--- src/rtl/fp_stream_pkg.sv ---
// Shared constants, operand-pair word layout and output-stage state encoding
// for the floating-point operand streamer.
package fp_stream_pkg;

  // Default operand width (IEEE-754 single precision).
  localparam int FP_W = 32;

  // Packed FIFO word layout: {last, b, a}. Offsets are functions of the
  // operand width so that an overridden FP_W keeps a consistent layout.
  localparam int A_LSB = 0;

  function automatic int b_lsb(input int fp_w);
    return fp_w;
  endfunction

  function automatic int last_bit(input int fp_w);
    return 2 * fp_w;
  endfunction

  function automatic int word_w(input int fp_w);
    return 2 * fp_w + 1;
  endfunction

  localparam int B_LSB    = b_lsb(FP_W);
  localparam int LAST_BIT = last_bit(FP_W);

  // Output-stage state: which channels of the current beat are still pending.
  typedef enum logic [1:0] {
    IDLE      = 2'd0,  // no beat held
    SEND_BOTH = 2'd1,  // beat held, neither channel accepted yet
    WAIT_A    = 2'd2,  // B accepted, A pending
    WAIT_B    = 2'd3   // A accepted, B pending
  } stream_state_e;

endpackage

--- src/rtl/fp_stream_fifo.sv ---
// Single-clock synchronous FIFO holding packed operand pairs. Pushes while
// full and pops while empty are ignored; the head word is read combinationally.
module fp_stream_fifo #(
  parameter int WORD_W = 65,
  parameter int DEPTH  = 16,
  localparam int ADDR_W = $clog2(DEPTH)
) (
  input  logic              clk,
  input  logic              rst_n,
  input  logic              i_push,
  input  logic [WORD_W-1:0] i_wdata,
  input  logic              i_pop,
  output logic [WORD_W-1:0] o_rdata,
  output logic              o_full,
  output logic              o_empty,
  output logic [ADDR_W:0]   o_level
);

  logic [WORD_W-1:0] r_mem [DEPTH];
  logic [ADDR_W-1:0] r_wr_ptr;
  logic [ADDR_W-1:0] r_rd_ptr;
  logic [ADDR_W:0]   r_level;
  logic              w_push;
  logic              w_pop;

  assign o_full  = (r_level == (ADDR_W+1)'(DEPTH));
  assign o_empty = (r_level == '0);
  assign o_level = r_level;
  assign o_rdata = r_mem[r_rd_ptr];

  // A push while full is dropped even if a pop happens in the same cycle.
  assign w_push = i_push & ~o_full;
  assign w_pop  = i_pop & ~o_empty;

  // Storage array write.
  // NOTE: the data array has no reset; the pointers and level define which
  // entries are valid, so resetting storage would only cost flops and fanout.
  always_ff @(posedge clk) begin
    if (w_push) r_mem[r_wr_ptr] <= i_wdata;
  end

  // Pointer and occupancy tracking; pointers wrap naturally modulo DEPTH.
  always_ff @(posedge clk or negedge rst_n) begin
    if (!rst_n) begin
      r_wr_ptr <= '0;
      r_rd_ptr <= '0;
      r_level  <= '0;
    end else begin
      if (w_push) r_wr_ptr <= r_wr_ptr + 1'b1;
      if (w_pop)  r_rd_ptr <= r_rd_ptr + 1'b1;
      case ({w_push, w_pop})
        2'b10:   r_level <= r_level + 1'b1;
        2'b01:   r_level <= r_level - 1'b1;
        default: r_level <= r_level;
      endcase
    end
  end

endmodule

--- src/rtl/fp_operand_streamer.sv ---
// AXI-Stream master presenting queued operand pairs on two channels (A and B)
// to the floating-point IP, tracking per-channel acceptance so neither beat
// is duplicated or dropped.
module fp_operand_streamer
  import fp_stream_pkg::*;
#(
  parameter int FP_W  = fp_stream_pkg::FP_W,
  parameter int DEPTH = 16,
  localparam int ADDR_W = $clog2(DEPTH)
) (
  input  logic            clk,
  input  logic            rst_n,
  input  logic            wr_en,
  input  logic [FP_W-1:0] wr_a,
  input  logic [FP_W-1:0] wr_b,
  input  logic            wr_last,
  output logic            full,
  output logic            empty,
  output logic [ADDR_W:0] level,
  output logic            overflow,
  input  logic            ovf_clr,
  output logic            m_axis_a_tvalid,
  output logic [FP_W-1:0] m_axis_a_tdata,
  output logic            m_axis_a_tlast,
  input  logic            m_axis_a_tready,
  output logic            m_axis_b_tvalid,
  output logic [FP_W-1:0] m_axis_b_tdata,
  input  logic            m_axis_b_tready,
  output logic [15:0]     frame_cnt,
  output logic            busy
);

  localparam int L_WORD_W   = word_w(FP_W);
  localparam int L_B_LSB    = b_lsb(FP_W);
  localparam int L_LAST_BIT = last_bit(FP_W);

  stream_state_e       r_state;
  stream_state_e       w_state_next;
  logic [FP_W-1:0]     r_out_a;
  logic [FP_W-1:0]     r_out_b;
  logic                r_out_last;
  logic [15:0]         r_frame_cnt;
  logic                r_overflow;
  logic [L_WORD_W-1:0] w_fifo_wdata;
  logic [L_WORD_W-1:0] w_fifo_rdata;
  logic                w_out_vld;
  logic                w_a_hs;
  logic                w_b_hs;
  logic                w_complete;
  logic                w_load;

  assign w_fifo_wdata = {wr_last, wr_b, wr_a};

  fp_stream_fifo #(
    .WORD_W (L_WORD_W),
    .DEPTH  (DEPTH)
  ) u_fifo (
    .clk     (clk),
    .rst_n   (rst_n),
    .i_push  (wr_en),
    .i_wdata (w_fifo_wdata),
    .i_pop   (w_load),
    .o_rdata (w_fifo_rdata),
    .o_full  (full),
    .o_empty (empty),
    .o_level (level)
  );

  // Handshakes, beat completion and the pop/load decision.
  assign w_a_hs     = m_axis_a_tvalid & m_axis_a_tready;
  assign w_b_hs     = m_axis_b_tvalid & m_axis_b_tready;
  assign w_complete = w_out_vld & (~m_axis_a_tvalid | w_a_hs) & (~m_axis_b_tvalid | w_b_hs);
  assign w_load     = ~empty & (~w_out_vld | w_complete);

  // State register.
  // NOTE: sequential state uses non-blocking assignments so every flop samples
  // pre-edge values regardless of the order the simulator runs the blocks.
  always_ff @(posedge clk or negedge rst_n) begin
    if (!rst_n) r_state <= IDLE;
    else        r_state <= w_state_next;
  end

  // Next-state logic: record per-channel acceptance until the beat completes.
  // NOTE: the default assignment at the top keeps this block free of latches.
  always_comb begin
    w_state_next = r_state;
    case (r_state)
      IDLE: begin
        if (w_load) w_state_next = SEND_BOTH;
      end
      SEND_BOTH: begin
        if (w_complete)  w_state_next = w_load ? SEND_BOTH : IDLE;
        else if (w_a_hs) w_state_next = WAIT_B;
        else if (w_b_hs) w_state_next = WAIT_A;
      end
      WAIT_A, WAIT_B: begin
        if (w_complete) w_state_next = w_load ? SEND_BOTH : IDLE;
      end
      default: w_state_next = IDLE;
    endcase
  end

  // Output decode: valids come from registered state only, never from tready.
  always_comb begin
    w_out_vld       = (r_state != IDLE);
    m_axis_a_tvalid = (r_state == SEND_BOTH) || (r_state == WAIT_A);
    m_axis_b_tvalid = (r_state == SEND_BOTH) || (r_state == WAIT_B);
  end

  // Output data register: only changes when a new pair is popped, so data is
  // stable for as long as either channel still shows valid.
  always_ff @(posedge clk or negedge rst_n) begin
    if (!rst_n) begin
      r_out_a    <= '0;
      r_out_b    <= '0;
      r_out_last <= 1'b0;
    end else if (w_load) begin
      r_out_a    <= w_fifo_rdata[A_LSB +: FP_W];
      r_out_b    <= w_fifo_rdata[L_B_LSB +: FP_W];
      r_out_last <= w_fifo_rdata[L_LAST_BIT];
    end
  end

  // Frame counter (wraps) and sticky overflow flag where set beats clear.
  always_ff @(posedge clk or negedge rst_n) begin
    if (!rst_n) begin
      r_frame_cnt <= '0;
      r_overflow  <= 1'b0;
    end else begin
      if (w_complete && r_out_last) r_frame_cnt <= r_frame_cnt + 16'd1;
      if (wr_en && full)            r_overflow  <= 1'b1;
      else if (ovf_clr)             r_overflow  <= 1'b0;
    end
  end

  assign m_axis_a_tdata = r_out_a;
  assign m_axis_a_tlast = r_out_last;
  assign m_axis_b_tdata = r_out_b;
  assign frame_cnt      = r_frame_cnt;
  assign overflow       = r_overflow;
  assign busy           = ~empty | w_out_vld;

endmodule

--- config.mk ---
export PLATFORM = sky130hd
export DESIGN_NAME = fp_operand_streamer
export DESIGN_NICKNAME = d
export VERILOG_FILES = /design/src/rtl/fp_stream_pkg.sv /design/src/rtl/fp_stream_fifo.sv /design/src/rtl/fp_operand_streamer.sv
export SDC_FILE = /design/constraint.sdc
export NUM_CORES = 1
export LEC_CHECK = 0
export CAP_MARGIN = 20
export CORE_ASPECT_RATIO = 0.8
export CORE_MARGIN = 1.5
export CORE_UTILIZATION = 65
export CTS_CLUSTER_DIAMETER = 80
export CTS_CLUSTER_SIZE = 40
export DETAILED_ROUTE_END_ITERATION = 10
export PLACE_DENSITY_LB_ADDON = 0.1
export SETUP_SLACK_MARGIN = 0.02
export SYNTH_ARGS = -nofsm -noshare
export SYNTH_HDL_FRONTEND = slang
export SYNTH_SLANG_ARGS = --single-unit
--- constraint.sdc ---
create_clock -name clk -period 16.7 [get_ports clk]
set_clock_uncertainty 0.2 [all_clocks]
set_input_delay 2.505 -clock clk [delete_from_list [all_inputs] [get_ports clk]]
set_output_delay 2.505 -clock clk [all_outputs]
set_load 0.01 [all_outputs]
==> flow_metrics.py, run 1 <==
metrics = {
    "yosys": {
        "yosysTopAreaCell": "edfxtp_1",
        "synth_area_sq_um": 43300,
        "ys_top_cells_by_count": "edfxtp_1 (1040), mux4_2 (260), dfrtp_1 (97)",
        "yosysMostFrequentCell": "edfxtp_1",
        "ys_ff_latch": 1137,
        "yosysSeqAreaShare_pct": 77.7,
        "ys.flop_type": "edfxtp_1",
        "synthCells": 1906,
        "synth_edf_count": 1040,
        "synth_nets": 1993,
        "synth_cell_types": 39,
        "synth_top_area_share_pct": 72.1,
        "avgSynthCellArea_sq_um": 22.7,
        "synthArstFlopShare_pct": 8.53,
        "synthTopCellsByArea": "edfxtp_1 (72%), mux4_2 (14%), dfrtp_1 (5.6%)",
        "yosysWarnings": 0,
    },
    "clocking": {
        "cts_hold_buffers": 0,
        "post_cts_resized": 0,
        "path_clk_slew_ns": 0.13,
        "cts_buffers": 36,
        "insertion_delay_ns": 0.62,
        "cts_setup_buffers": 0,
        "cts_tree": "built",
        "cts.sinks": 1137,
        "cts_max_level": 2,
        "root_buffer": "clkbuf_16",
        "clockBufferDepth": 3,
    },
    "sta": {
        "period_needed_ns": 5.40,
        "slew_viol_final": 0,
        "max_freq_ghz": 0.185,
        "tightest_slew_ns": 1.16,
        "relSlewSlack_pct": 22.5,
        "rsz0062_at_grt": "no",
        "final.period_utilization_pct": 32.4,
        "finalHoldViolCount": 0,
        "setup_violations": 0,
        "final.setup.tns_ns": 0,
    },
    "grt": {
        "grt.overflow.total": 0,
        "grt_pass1_vias": 20200,
        "track_usage_pct": 25.2,
        "grt_max_degree": 171,
        "antenna_found_initial": 2,
        "grt_first_pass_wirelength_microns": 127000,
    },
    "pwr": {
        "p_per_area_nw_per_um2": 160,
        "power.total_w": 0.00753,
        "p_leak_nw": 14.8,
        "ir_worst_vdd_uv": 107,
    },
    "setup_path": {
        "worst_ep_arrival_time_ns": 5.74,
        "r2r_start": "r_state[1]",
        "reg2reg_depth": 10,
        "crit_end": "m_axis_a_tdata[6]",
        "worstSetupStartpoint": "m_axis_b_tready",
        "cp_max_fo": 69,
        "path_class": "input port to flip-flop",
        "r2r_end": "m_axis_a_tdata[6]",
        "critical_path_required_ns": 17.03,
        "regToRegSetupSlack_ns": 12.83,
        "start_kind": "input port",
        "cp-end-kind": "flip-flop",
    },
    "final_layout": {
        "fillers": 3755,
        "finalNetCount": 2127,
        "final_design_area_no_fill_sq_um": 47100,
        "utilization_pct": 71.6,
        "area_delta_synth_final_pct": 8.76,
        "num_antenna_cells": 0,
        "final_layout_size_suffix_gt1_share_pct": 20.8,
        "finalNonFillerCells": 2926,
    },
    "drt": {
        "drt-vias-per-instance": 6.71,
        "drt_first_pass_iters": 7,
        "ant_nets": 0,
        "drc": 0,
        "wl_per_cell_microns": 28.8,
        "wl_microns": 84200,
        "detailroute.via_count": 19600,
        "detail_route.iter0.violations": 2103,
    },
    "placement": {
        "place_inst": 2860,
        "dpl_cell_area_sq_um": 45800,
        "io_buffers": 162,
        "hpwl_microns": 46700,
        "place.gp.congestion": 0.744,
    },
    "die": {
        "initial_core_util_pct": 65.8,
        "die-area_sq_um": 68200,
        "die_h_microns": 234,
        "io_pins": 163,
        "core_sq_um": 65800,
        "die_x_microns": 292,
        "rows": 84,
    },
    "job": {
        "drv_cap": 0,
    },
    "hold_path": {
        "hold_path.class": "flip-flop to flip-flop",
    },
    "outcome": {
        "status": "finished clean",
    },
}
cells by family after synthesis:
| kind of cell | count (synthesis) | share of synthesized area [%] |
|---|---|---|
| buffers and inverters | 115 | 1.55 |
| muxes | 328 | 15.1 |
| and+or+nand+nor | 139 | 1.41 |
| adders and majority gates | 16 | 0.480 |
| DFF | 1137 | 77.7 |
| AOI/OAI and AO/OA | 145 | 3.21 |
| xor gates and xnor gates | 26 | 0.526 |
critical path, cell delays in order:
cell             delay (ns)
clkdlybuf4s50_1        0.48
o21bai_1               0.17
nand2_1                0.15
a21oi_4                0.19
buf_4                  0.36
buf_4                  0.49
buf_4                  0.88
nor2_1                 0.16
a221oi_2               0.22
worst min-delay path by stage:
| stage | from | to | slack, ns | depth (start not counted) |
|---|---|---|---|---|
| CTS | frame_cnt[15] | frame_cnt[15] | 0.29 | 1 |
| detailed placement | frame_cnt[15] | frame_cnt[15] | 0.27 | 1 |
| floorplan | u_fifo.r_rd_ptr[2] | u_fifo.r_rd_ptr[2] | 0.29 | 1 |
| global placement | frame_cnt[15] | frame_cnt[15] | 0.26 | 1 |
| finish | frame_cnt[15] | frame_cnt[15] | 0.29 | 1 |
| global route | frame_cnt[15] | frame_cnt[15] | 0.31 | 1 |
report_power, final:
group          switching [W]  internal [W]  total (W)
registers           0.000234       0.00348    0.00372
logic                0.00133       0.00120    0.00253
clock network       0.000796      0.000485    0.00128
total                0.00236       0.00517    0.00753
cell type report:
cell class / count / area, sq um / area share (%)
repair buffers: 202 / 2010 / 4.27
clock buffers: 52 / 992 / 2.11
multi-input cells: 654 / 9100 / 19.3
flip-flops and latches: 1137 / 33700 / 71.5
well taps: 860 / 1080 / 2.28
inverters: 9 / 33.8 / 0.0717
clock inverters: 12 / 211 / 0.449
placed cells by master, fill, tap and decap left out, types with 16 or more instances in the layout:
cell type / count
edfxtp_1: 1040
nand2_1: 22
clkdlybuf4s50_1: 161
nor2_1: 69
buf_4: 36
clkbuf_16: 37
a221oi_2: 50
mux2i_1: 66
o22ai_1: 65
mux4_2: 260
dfrtp_1: 94
xnor2_1: 18
a221oi_1: 16
registers in the layout, indices dropped and copies added (netlist names), 2 cells and up:
signal,cells
r_state,2
u_fifo.r_mem,1040
m_axis_b_tdata,32
u_fifo.r_wr_ptr,4
m_axis_a_tdata,32
frame_cnt,16
u_fifo.o_level,5
u_fifo.r_rd_ptr,4
layer usage:
layer / track usage, % / vias up / share of wire [%]
li1: - / 8228 / -
met1: 37.8 / 10600 / 42
met2: 41.0 / 753 / 50
met3: 3.20 / 99 / 6.4
met4: 5.27 / 4 / 1.8
met5: 0 / - / 0.024
through the flow:
| step | hold WS [ns] | setup slack (ns) |
|---|---|---|
| 6_report | 0.288 | 11.30 |
| 3_5_place_dp | 0.267 | 10.63 |
| 3_3_place_gp | 0.260 | 10.67 |
| 2_1_floorplan | 0.290 | 8.47 |
| 4_1_cts | 0.291 | 11.26 |
| 5_1_grt | 0.310 | 11.09 |
(Power assumes the default switching activity.)
==> inputs of run 2 (changes only) <==
Settings changed: CORE_UTILIZATION 65 to 60.
Clock period 16.7 ns to 5.3 ns, I/O delays scaled along.
==> run 2 against run 1 <==
  * Flip-flop and latch count unchanged
  * Register-to-register slack worse by 11 ns
  * Combinational power increased to 3.3 times the previous value
  * Total power rose to 3.2 times the previous value
  * Largest power group unchanged
  * Global-route usage shrank 0.59 points
  * Worst hold slack improved by 0.0032 ns
  * Clock power grew to 3.3 times the previous value
  * Critical endpoint is now m_axis_a_tdata[21]
  * Worst setup slack got worse by 9.4 ns
  * Critical path type is now flip-flop to flip-flop
  * Utilization decreased by 4.5 points
==> flow_metrics.py, run 2 (synthesis gave the netlist of run 1 again) <==
metrics = {
    "clocking": {
        "cts_max_level": 2,
        "path_clk_slew_ns": 0.11,
        "insertion_delay_ns": 0.61,
        "cts_buffers": 38,
        "clockBufferDepth": 3,
        "cts_tree": "built",
        "cts.sinks": 1137,
        "cts_setup_buffers": 0,
        "root_buffer": "clkbuf_16",
    },
    "die": {
        "die-area_sq_um": 73800,
        "die_x_microns": 303,
        "die_h_microns": 243,
        "rows": 87,
        "io_pins": 163,
        "initial_core_util_pct": 61.0,
        "core_sq_um": 71000,
    },
    "setup_path": {
        "start_kind": "flip-flop",
        "crit_path_cell_trace": "inv_1 -> ha_1 -> o21bai_1 -> nand2_1 -> a21oi_4 -> buf_4 -> and2_4 -> buf_4 -> a221oi_2",
        "path_class": "flip-flop to flip-flop",
        "cp_max_fo": 44,
        "cpMostUsedCell": "buf_4",
        "r2r_start": "r_state[1]",
        "worstSetupStartpoint": "r_state[1]",
        "cp-end-kind": "flip-flop",
        "max_stage_delay_ns": 0.86,
        "critical_path_required_ns": 5.53,
        "reg2reg_depth": 9,
        "worst_ep_arrival_time_ns": 3.64,
        "cp_slowest_cell": "and2_4",
    },
    "final_layout": {
        "largest_register": "u_fifo.r_mem",
        "area_delta_synth_final_pct": 9.92,
        "final_common_cell": "edfxtp_1",
        "final_layout_size_suffix_gt1_share_pct": 21.8,
        "largest_reg_flops": 1040,
        "layout_common_cells": "edfxtp_1 (1040), mux4_2 (260), clkdlybuf4s50_1 (161)",
        "num_antenna_cells": 0,
        "final_design_area_no_fill_sq_um": 47600,
        "finalNetCount": 2146,
    },
    "grt": {
        "grt_pass1_vias": 20400,
        "grt_max_degree": 76,
        "antenna_found_initial": 2,
        "grt_first_pass_wirelength_microns": 133000,
        "track_usage_pct": 24.6,
        "grt.overflow.total": 0,
    },
    "drt": {
        "detail_route.iter0.violations": 1925,
        "drt-vias-per-instance": 6.52,
        "drt_first_pass_iters": 5,
        "wl_microns": 88600,
        "wl_per_cell_microns": 29.3,
        "detailroute.via_count": 19700,
        "drc": 0,
        "ant_nets": 0,
    },
    "pwr": {
        "switching_share_pct": 32.0,
        "internal-power_w": 0.0165,
        "p_comb_share_pct": 34.1,
        "p_sw_w": 0.00775,
        "pwr-share-seq_pct": 48.4,
        "p_leak_nw": 15.0,
        "ir_worst_vdd_uv": 379,
        "p_per_area_nw_per_um2": 509,
        "clkPwrFrac_pct": 17.5,
        "power.total_w": 0.0242,
    },
    "job": {
        "drv_cap": 0,
    },
    "sta": {
        "final.period_utilization_pct": 64.3,
        "rsz0062_at_grt": "no",
        "relSlewSlack_pct": 24.4,
        "max_freq_ghz": 0.293,
        "period_needed_ns": 3.41,
        "finalHoldViolCount": 0,
        "setup_violations": 0,
        "final.setup.tns_ns": 0,
        "slew_viol_final": 0,
        "tightest_slew_ns": 1.13,
    },
    "placement": {
        "hpwl_microns": 50200,
        "place.gp.congestion": 0.773,
        "dpl_cell_area_sq_um": 46200,
        "io_buffers": 162,
    },
    "hold_path": {
        "hold_path.class": "flip-flop to flip-flop",
        "hold_start": "frame_cnt[15]",
        "whs_path_depth": 1,
    },
    "outcome": {
        "status": "finished clean",
    },
}
==> run 2: cell types whose count changed in the layout (fill, tap and decap cells not counted), moves of 2 or more <==
cell       change
buf_12        +14
inv_6          +5
buf_4          +4
clkbuf_16      +4
nor3_2         -4
nor3_4         +4
clkbuf_1       -3
buf_16         -2
bufinv_16      -2
clkinv_1       -2
inv_16         +2
==> run 2: routing by layer <==
metal	track usage [%]	wire length (microns)	up-vias
li1	-	-	8286
met1	36.1	37100	10800
met2	41.2	45500	605
met3	2.59	4540	78
met4	4.64	1490	4
met5	0	27	-
==> run 2: area by class of cell <==
cell class | count | area [sq um]
clock buffers | 53 | 1080
clock inverters | 17 | 244
fillers | 4515 | 23400
inverters | 9 | 33.8
multi-input cells | 654 | 9130
flip-flops and latches | 1137 | 33700
well taps | 934 | 1170
repair buffers | 219 | 2280
==> run 2: stage by stage <==
step                      std cells  hold slack (ns)  util, %  worst slack (ns)
after floorplan                1906            0.290        -             0.519
after global placement         2950            0.260     65.1              1.45
after detailed placement       2950            0.269     65.1              1.40
after CTS                      3021            0.289     67.0              1.87
after global routing           3023            0.323     67.1              1.71
final                          3023            0.291     67.1              1.89
==> run 2: power groups by stage <==
stage,Combinational (W),Sequential [W],Clock [W]
after floorplan,0.00593,0.0116,0
after global placement,0.00819,0.0119,0
after detailed placement,0.00836,0.0120,0
after CTS,0.00837,0.0118,0.00431
after global routing,0.00883,0.0118,0.00459
final,0.00825,0.0117,0.00424
==> run 2: timing repair <==
action,CTS,global route
hold endpoints to repair,10,0
gates resized for setup,0,0
hold buffers,1,0
==> run 2: worst max-delay path, delay by kind of cell (launching register included) <==
family	cells	cell delay, ns
AO/OA/AOI/OAI	3	0.50
adder cells (fa/ha/maj)	1	0.23
buffers and inverters	3	0.85
flip-flops	1	0.39
AND/OR/NAND/NOR	2	1.00
==> run 2: final timing paths <==
check                                           to  slack, ns
worst min register to register       frame_cnt[15]       0.29
max in group asynchronous       u_fifo.r_rd_ptr[0]       3.53
min in group asynchronous            frame_cnt[15]       0.36
worst max register to register  m_axis_a_tdata[21]       1.89
worst max-delay path            m_axis_a_tdata[21]       1.89
worst min-delay path                 frame_cnt[15]       0.29
==> inputs of run 3 (changes only) <==
Settings changed: CORE_UTILIZATION 60 to 55.
Clock period 5.3 ns to 3 ns, I/O delays scaled along.
==> run 3 against run 2 <==
  * Utilization fell by 4.6 points
  * First-iteration DRC count is 6.4% lower
  * Register-to-register slack got worse by 1.7 ns
  * Worst hold slack got worse by 0.11 ns
==> flow_metrics.py, run 3 (synthesis gave the netlist of run 1 again) <==
metrics = {
    "pwr": {
        "p_sw_w": 0.0138,
        "p_comb_share_pct": 36.1,
        "p_per_area_nw_per_um2": 899,
        "ir_worst_vdd_uv": 707,
        "p_leak_nw": 15.3,
        "switching_share_pct": 31.8,
        "internal-power_w": 0.0297,
        "pwr-share-seq_pct": 46.8,
        "clkPwrFrac_pct": 17.1,
    },
    "outcome": {
        "status": "finished clean",
    },
    "sta": {
        "layout_setup_ws_ns": 0.111,
        "final.setup.tns_ns": 0,
        "tightest_slew_ns": 0.681,
        "holdWs_ns": 0.185,
        "slew_viol_final": 0,
        "period_needed_ns": 2.89,
        "max_freq_ghz": 0.346,
        "rsz0062_at_grt": "no",
        "finalHoldViolCount": 0,
        "relSlewSlack_pct": 54.6,
        "setup_violations": 0,
        "final.period_utilization_pct": 96.3,
    },
    "placement": {
        "io_buffers": 162,
        "place.gp.congestion": 0.768,
        "hpwl_microns": 50500,
        "place_ws_ns": 0.0374,
    },
    "grt": {
        "grt_first_pass_wirelength_microns": 136000,
        "grt_max_degree": 72,
        "track_usage_pct": 23.4,
        "antenna_found_initial": 5,
        "grt_pass1_vias": 20800,
        "grt.overflow.total": 0,
    },
    "final_layout": {
        "final_common_cell": "edfxtp_1",
        "largest_reg_flops": 1040,
        "multi_input_area_sq_um": 9200,
        "layout_common_cells": "edfxtp_1 (1040), mux4_2 (260), clkdlybuf4s50_1 (161)",
        "final_layout_size_suffix_gt1_share_pct": 23.2,
        "seqCellArea_sq_um": 33700,
        "finalNetCount": 2174,
        "fillers": 5264,
        "largest_register": "u_fifo.r_mem",
        "area_delta_synth_final_pct": 11.8,
    },
    "setup_path": {
        "critical_path_required_ns": 2.35,
        "start_kind": "flip-flop",
        "cp_max_fo": 5,
        "worst_ep_arrival_time_ns": 2.24,
        "cp-end-kind": "output pin",
        "path_class": "flip-flop to output pin",
    },
    "clocking": {
        "path_clk_slew_ns": 0.13,
        "cts_buffers": 38,
        "cts.sinks": 1137,
        "cts_tree": "built",
        "clockBufferDepth": 3,
        "root_buffer": "clkbuf_16",
        "cts_max_level": 2,
        "insertion_delay_ns": 0.63,
    },
    "die": {
        "initial_core_util_pct": 55.8,
        "die_x_microns": 317,
        "rows": 91,
        "core_sq_um": 77500,
        "io_pins": 163,
        "die-area_sq_um": 80400,
        "die_h_microns": 254,
    },
    "drt": {
        "detailroute.via_count": 19800,
        "wl_microns": 91900,
        "wl_per_cell_microns": 29.3,
        "drt-vias-per-instance": 6.32,
        "drc": 0,
        "drt_first_pass_iters": 5,
        "ant_nets": 0,
        "detail_route.iter0.violations": 1801,
    },
    "job": {
        "drv_cap": 0,
    },
    "hold_path": {
        "hold_path.class": "input port to async pin",
    },
}
## run 3: changes by cell type in the layout (fill, tap and decap cells not counted), moves of 3 or more
cell      before  now
buf_4         40   30
buf_12        15   54
inv_6          5    2
nand2_1       22   18
nand2_8        0    4
clkinv_8       1    4
## run 3: metal layers
metal  vias up  part of all wire, %  GRT usage, %
met5         -                0.052             0
li1       8349                    -             -
met3        85                  5.6          3.08
met2       575                   50          38.7
met1     10800                   43          34.1
met4         8                  1.6          4.41
## run 3: worst paths after layout
path,from,to,slack (ns),cells past startpoint
hold reg to reg,frame_cnt[15],frame_cnt[15],0.30,1
max in group asynchronous,rst_n,u_fifo.r_rd_ptr[1],1.75,3
setup reg to reg,r_state[0],m_axis_b_tdata[9],0.15,9
setup / recovery,u_fifo.o_level[1],empty,0.11,3
min in group clk,ovf_clr,overflow,0.21,3
hold / removal,rst_n,u_fifo.o_level[3],0.18,2
## run 3: power by group through the flow
stage | combinational, W | clock, W | sequential (W)
floorplan | 0.0106 | 0 | 0.0205
global placement | 0.0157 | 0 | 0.0207
detailed placement | 0.0159 | 0 | 0.0208
CTS | 0.0159 | 0.00763 | 0.0204
global route | 0.0168 | 0.00809 | 0.0206
finish | 0.0157 | 0.00745 | 0.0204
## run 3: worst max-delay path, cell delays in order, from the launching register on
cell             delay [ns]
dfrtp_2                0.47
nor4_2                 0.31
and2b_2                0.28
clkdlybuf4s50_1        0.56
## run 3: what timing repair did
action,CTS,global route
setup endpoints to repair,0,3
gates resized for setup,0,2
setup buffers,0,1
hold buffers,1,0
endpoints found under the hold margin,47,0
## run 3: stage by stage
stage                     cells  utilization, %  total power, W  area (sq um)
after floorplan            1906               -          0.0311         43500
after global placement     3068            60.7          0.0363         47100
after detailed placement   3068            60.7          0.0367         47100
after CTS                  3138            62.4          0.0440         48400
after global routing       3140            62.5          0.0455         48400
final                      3140            62.5          0.0435         48400
## run 3: final cells by class
cell class,instances,share of cell area (%)
clock inverter,17,0.586
multi-input combinational,654,19.0
timing repair buffer,247,6.07
clock buffer,52,2.12
tap,1023,2.64
antenna,1,0.00517
inverter,9,0.0697
sequential,1137,69.5
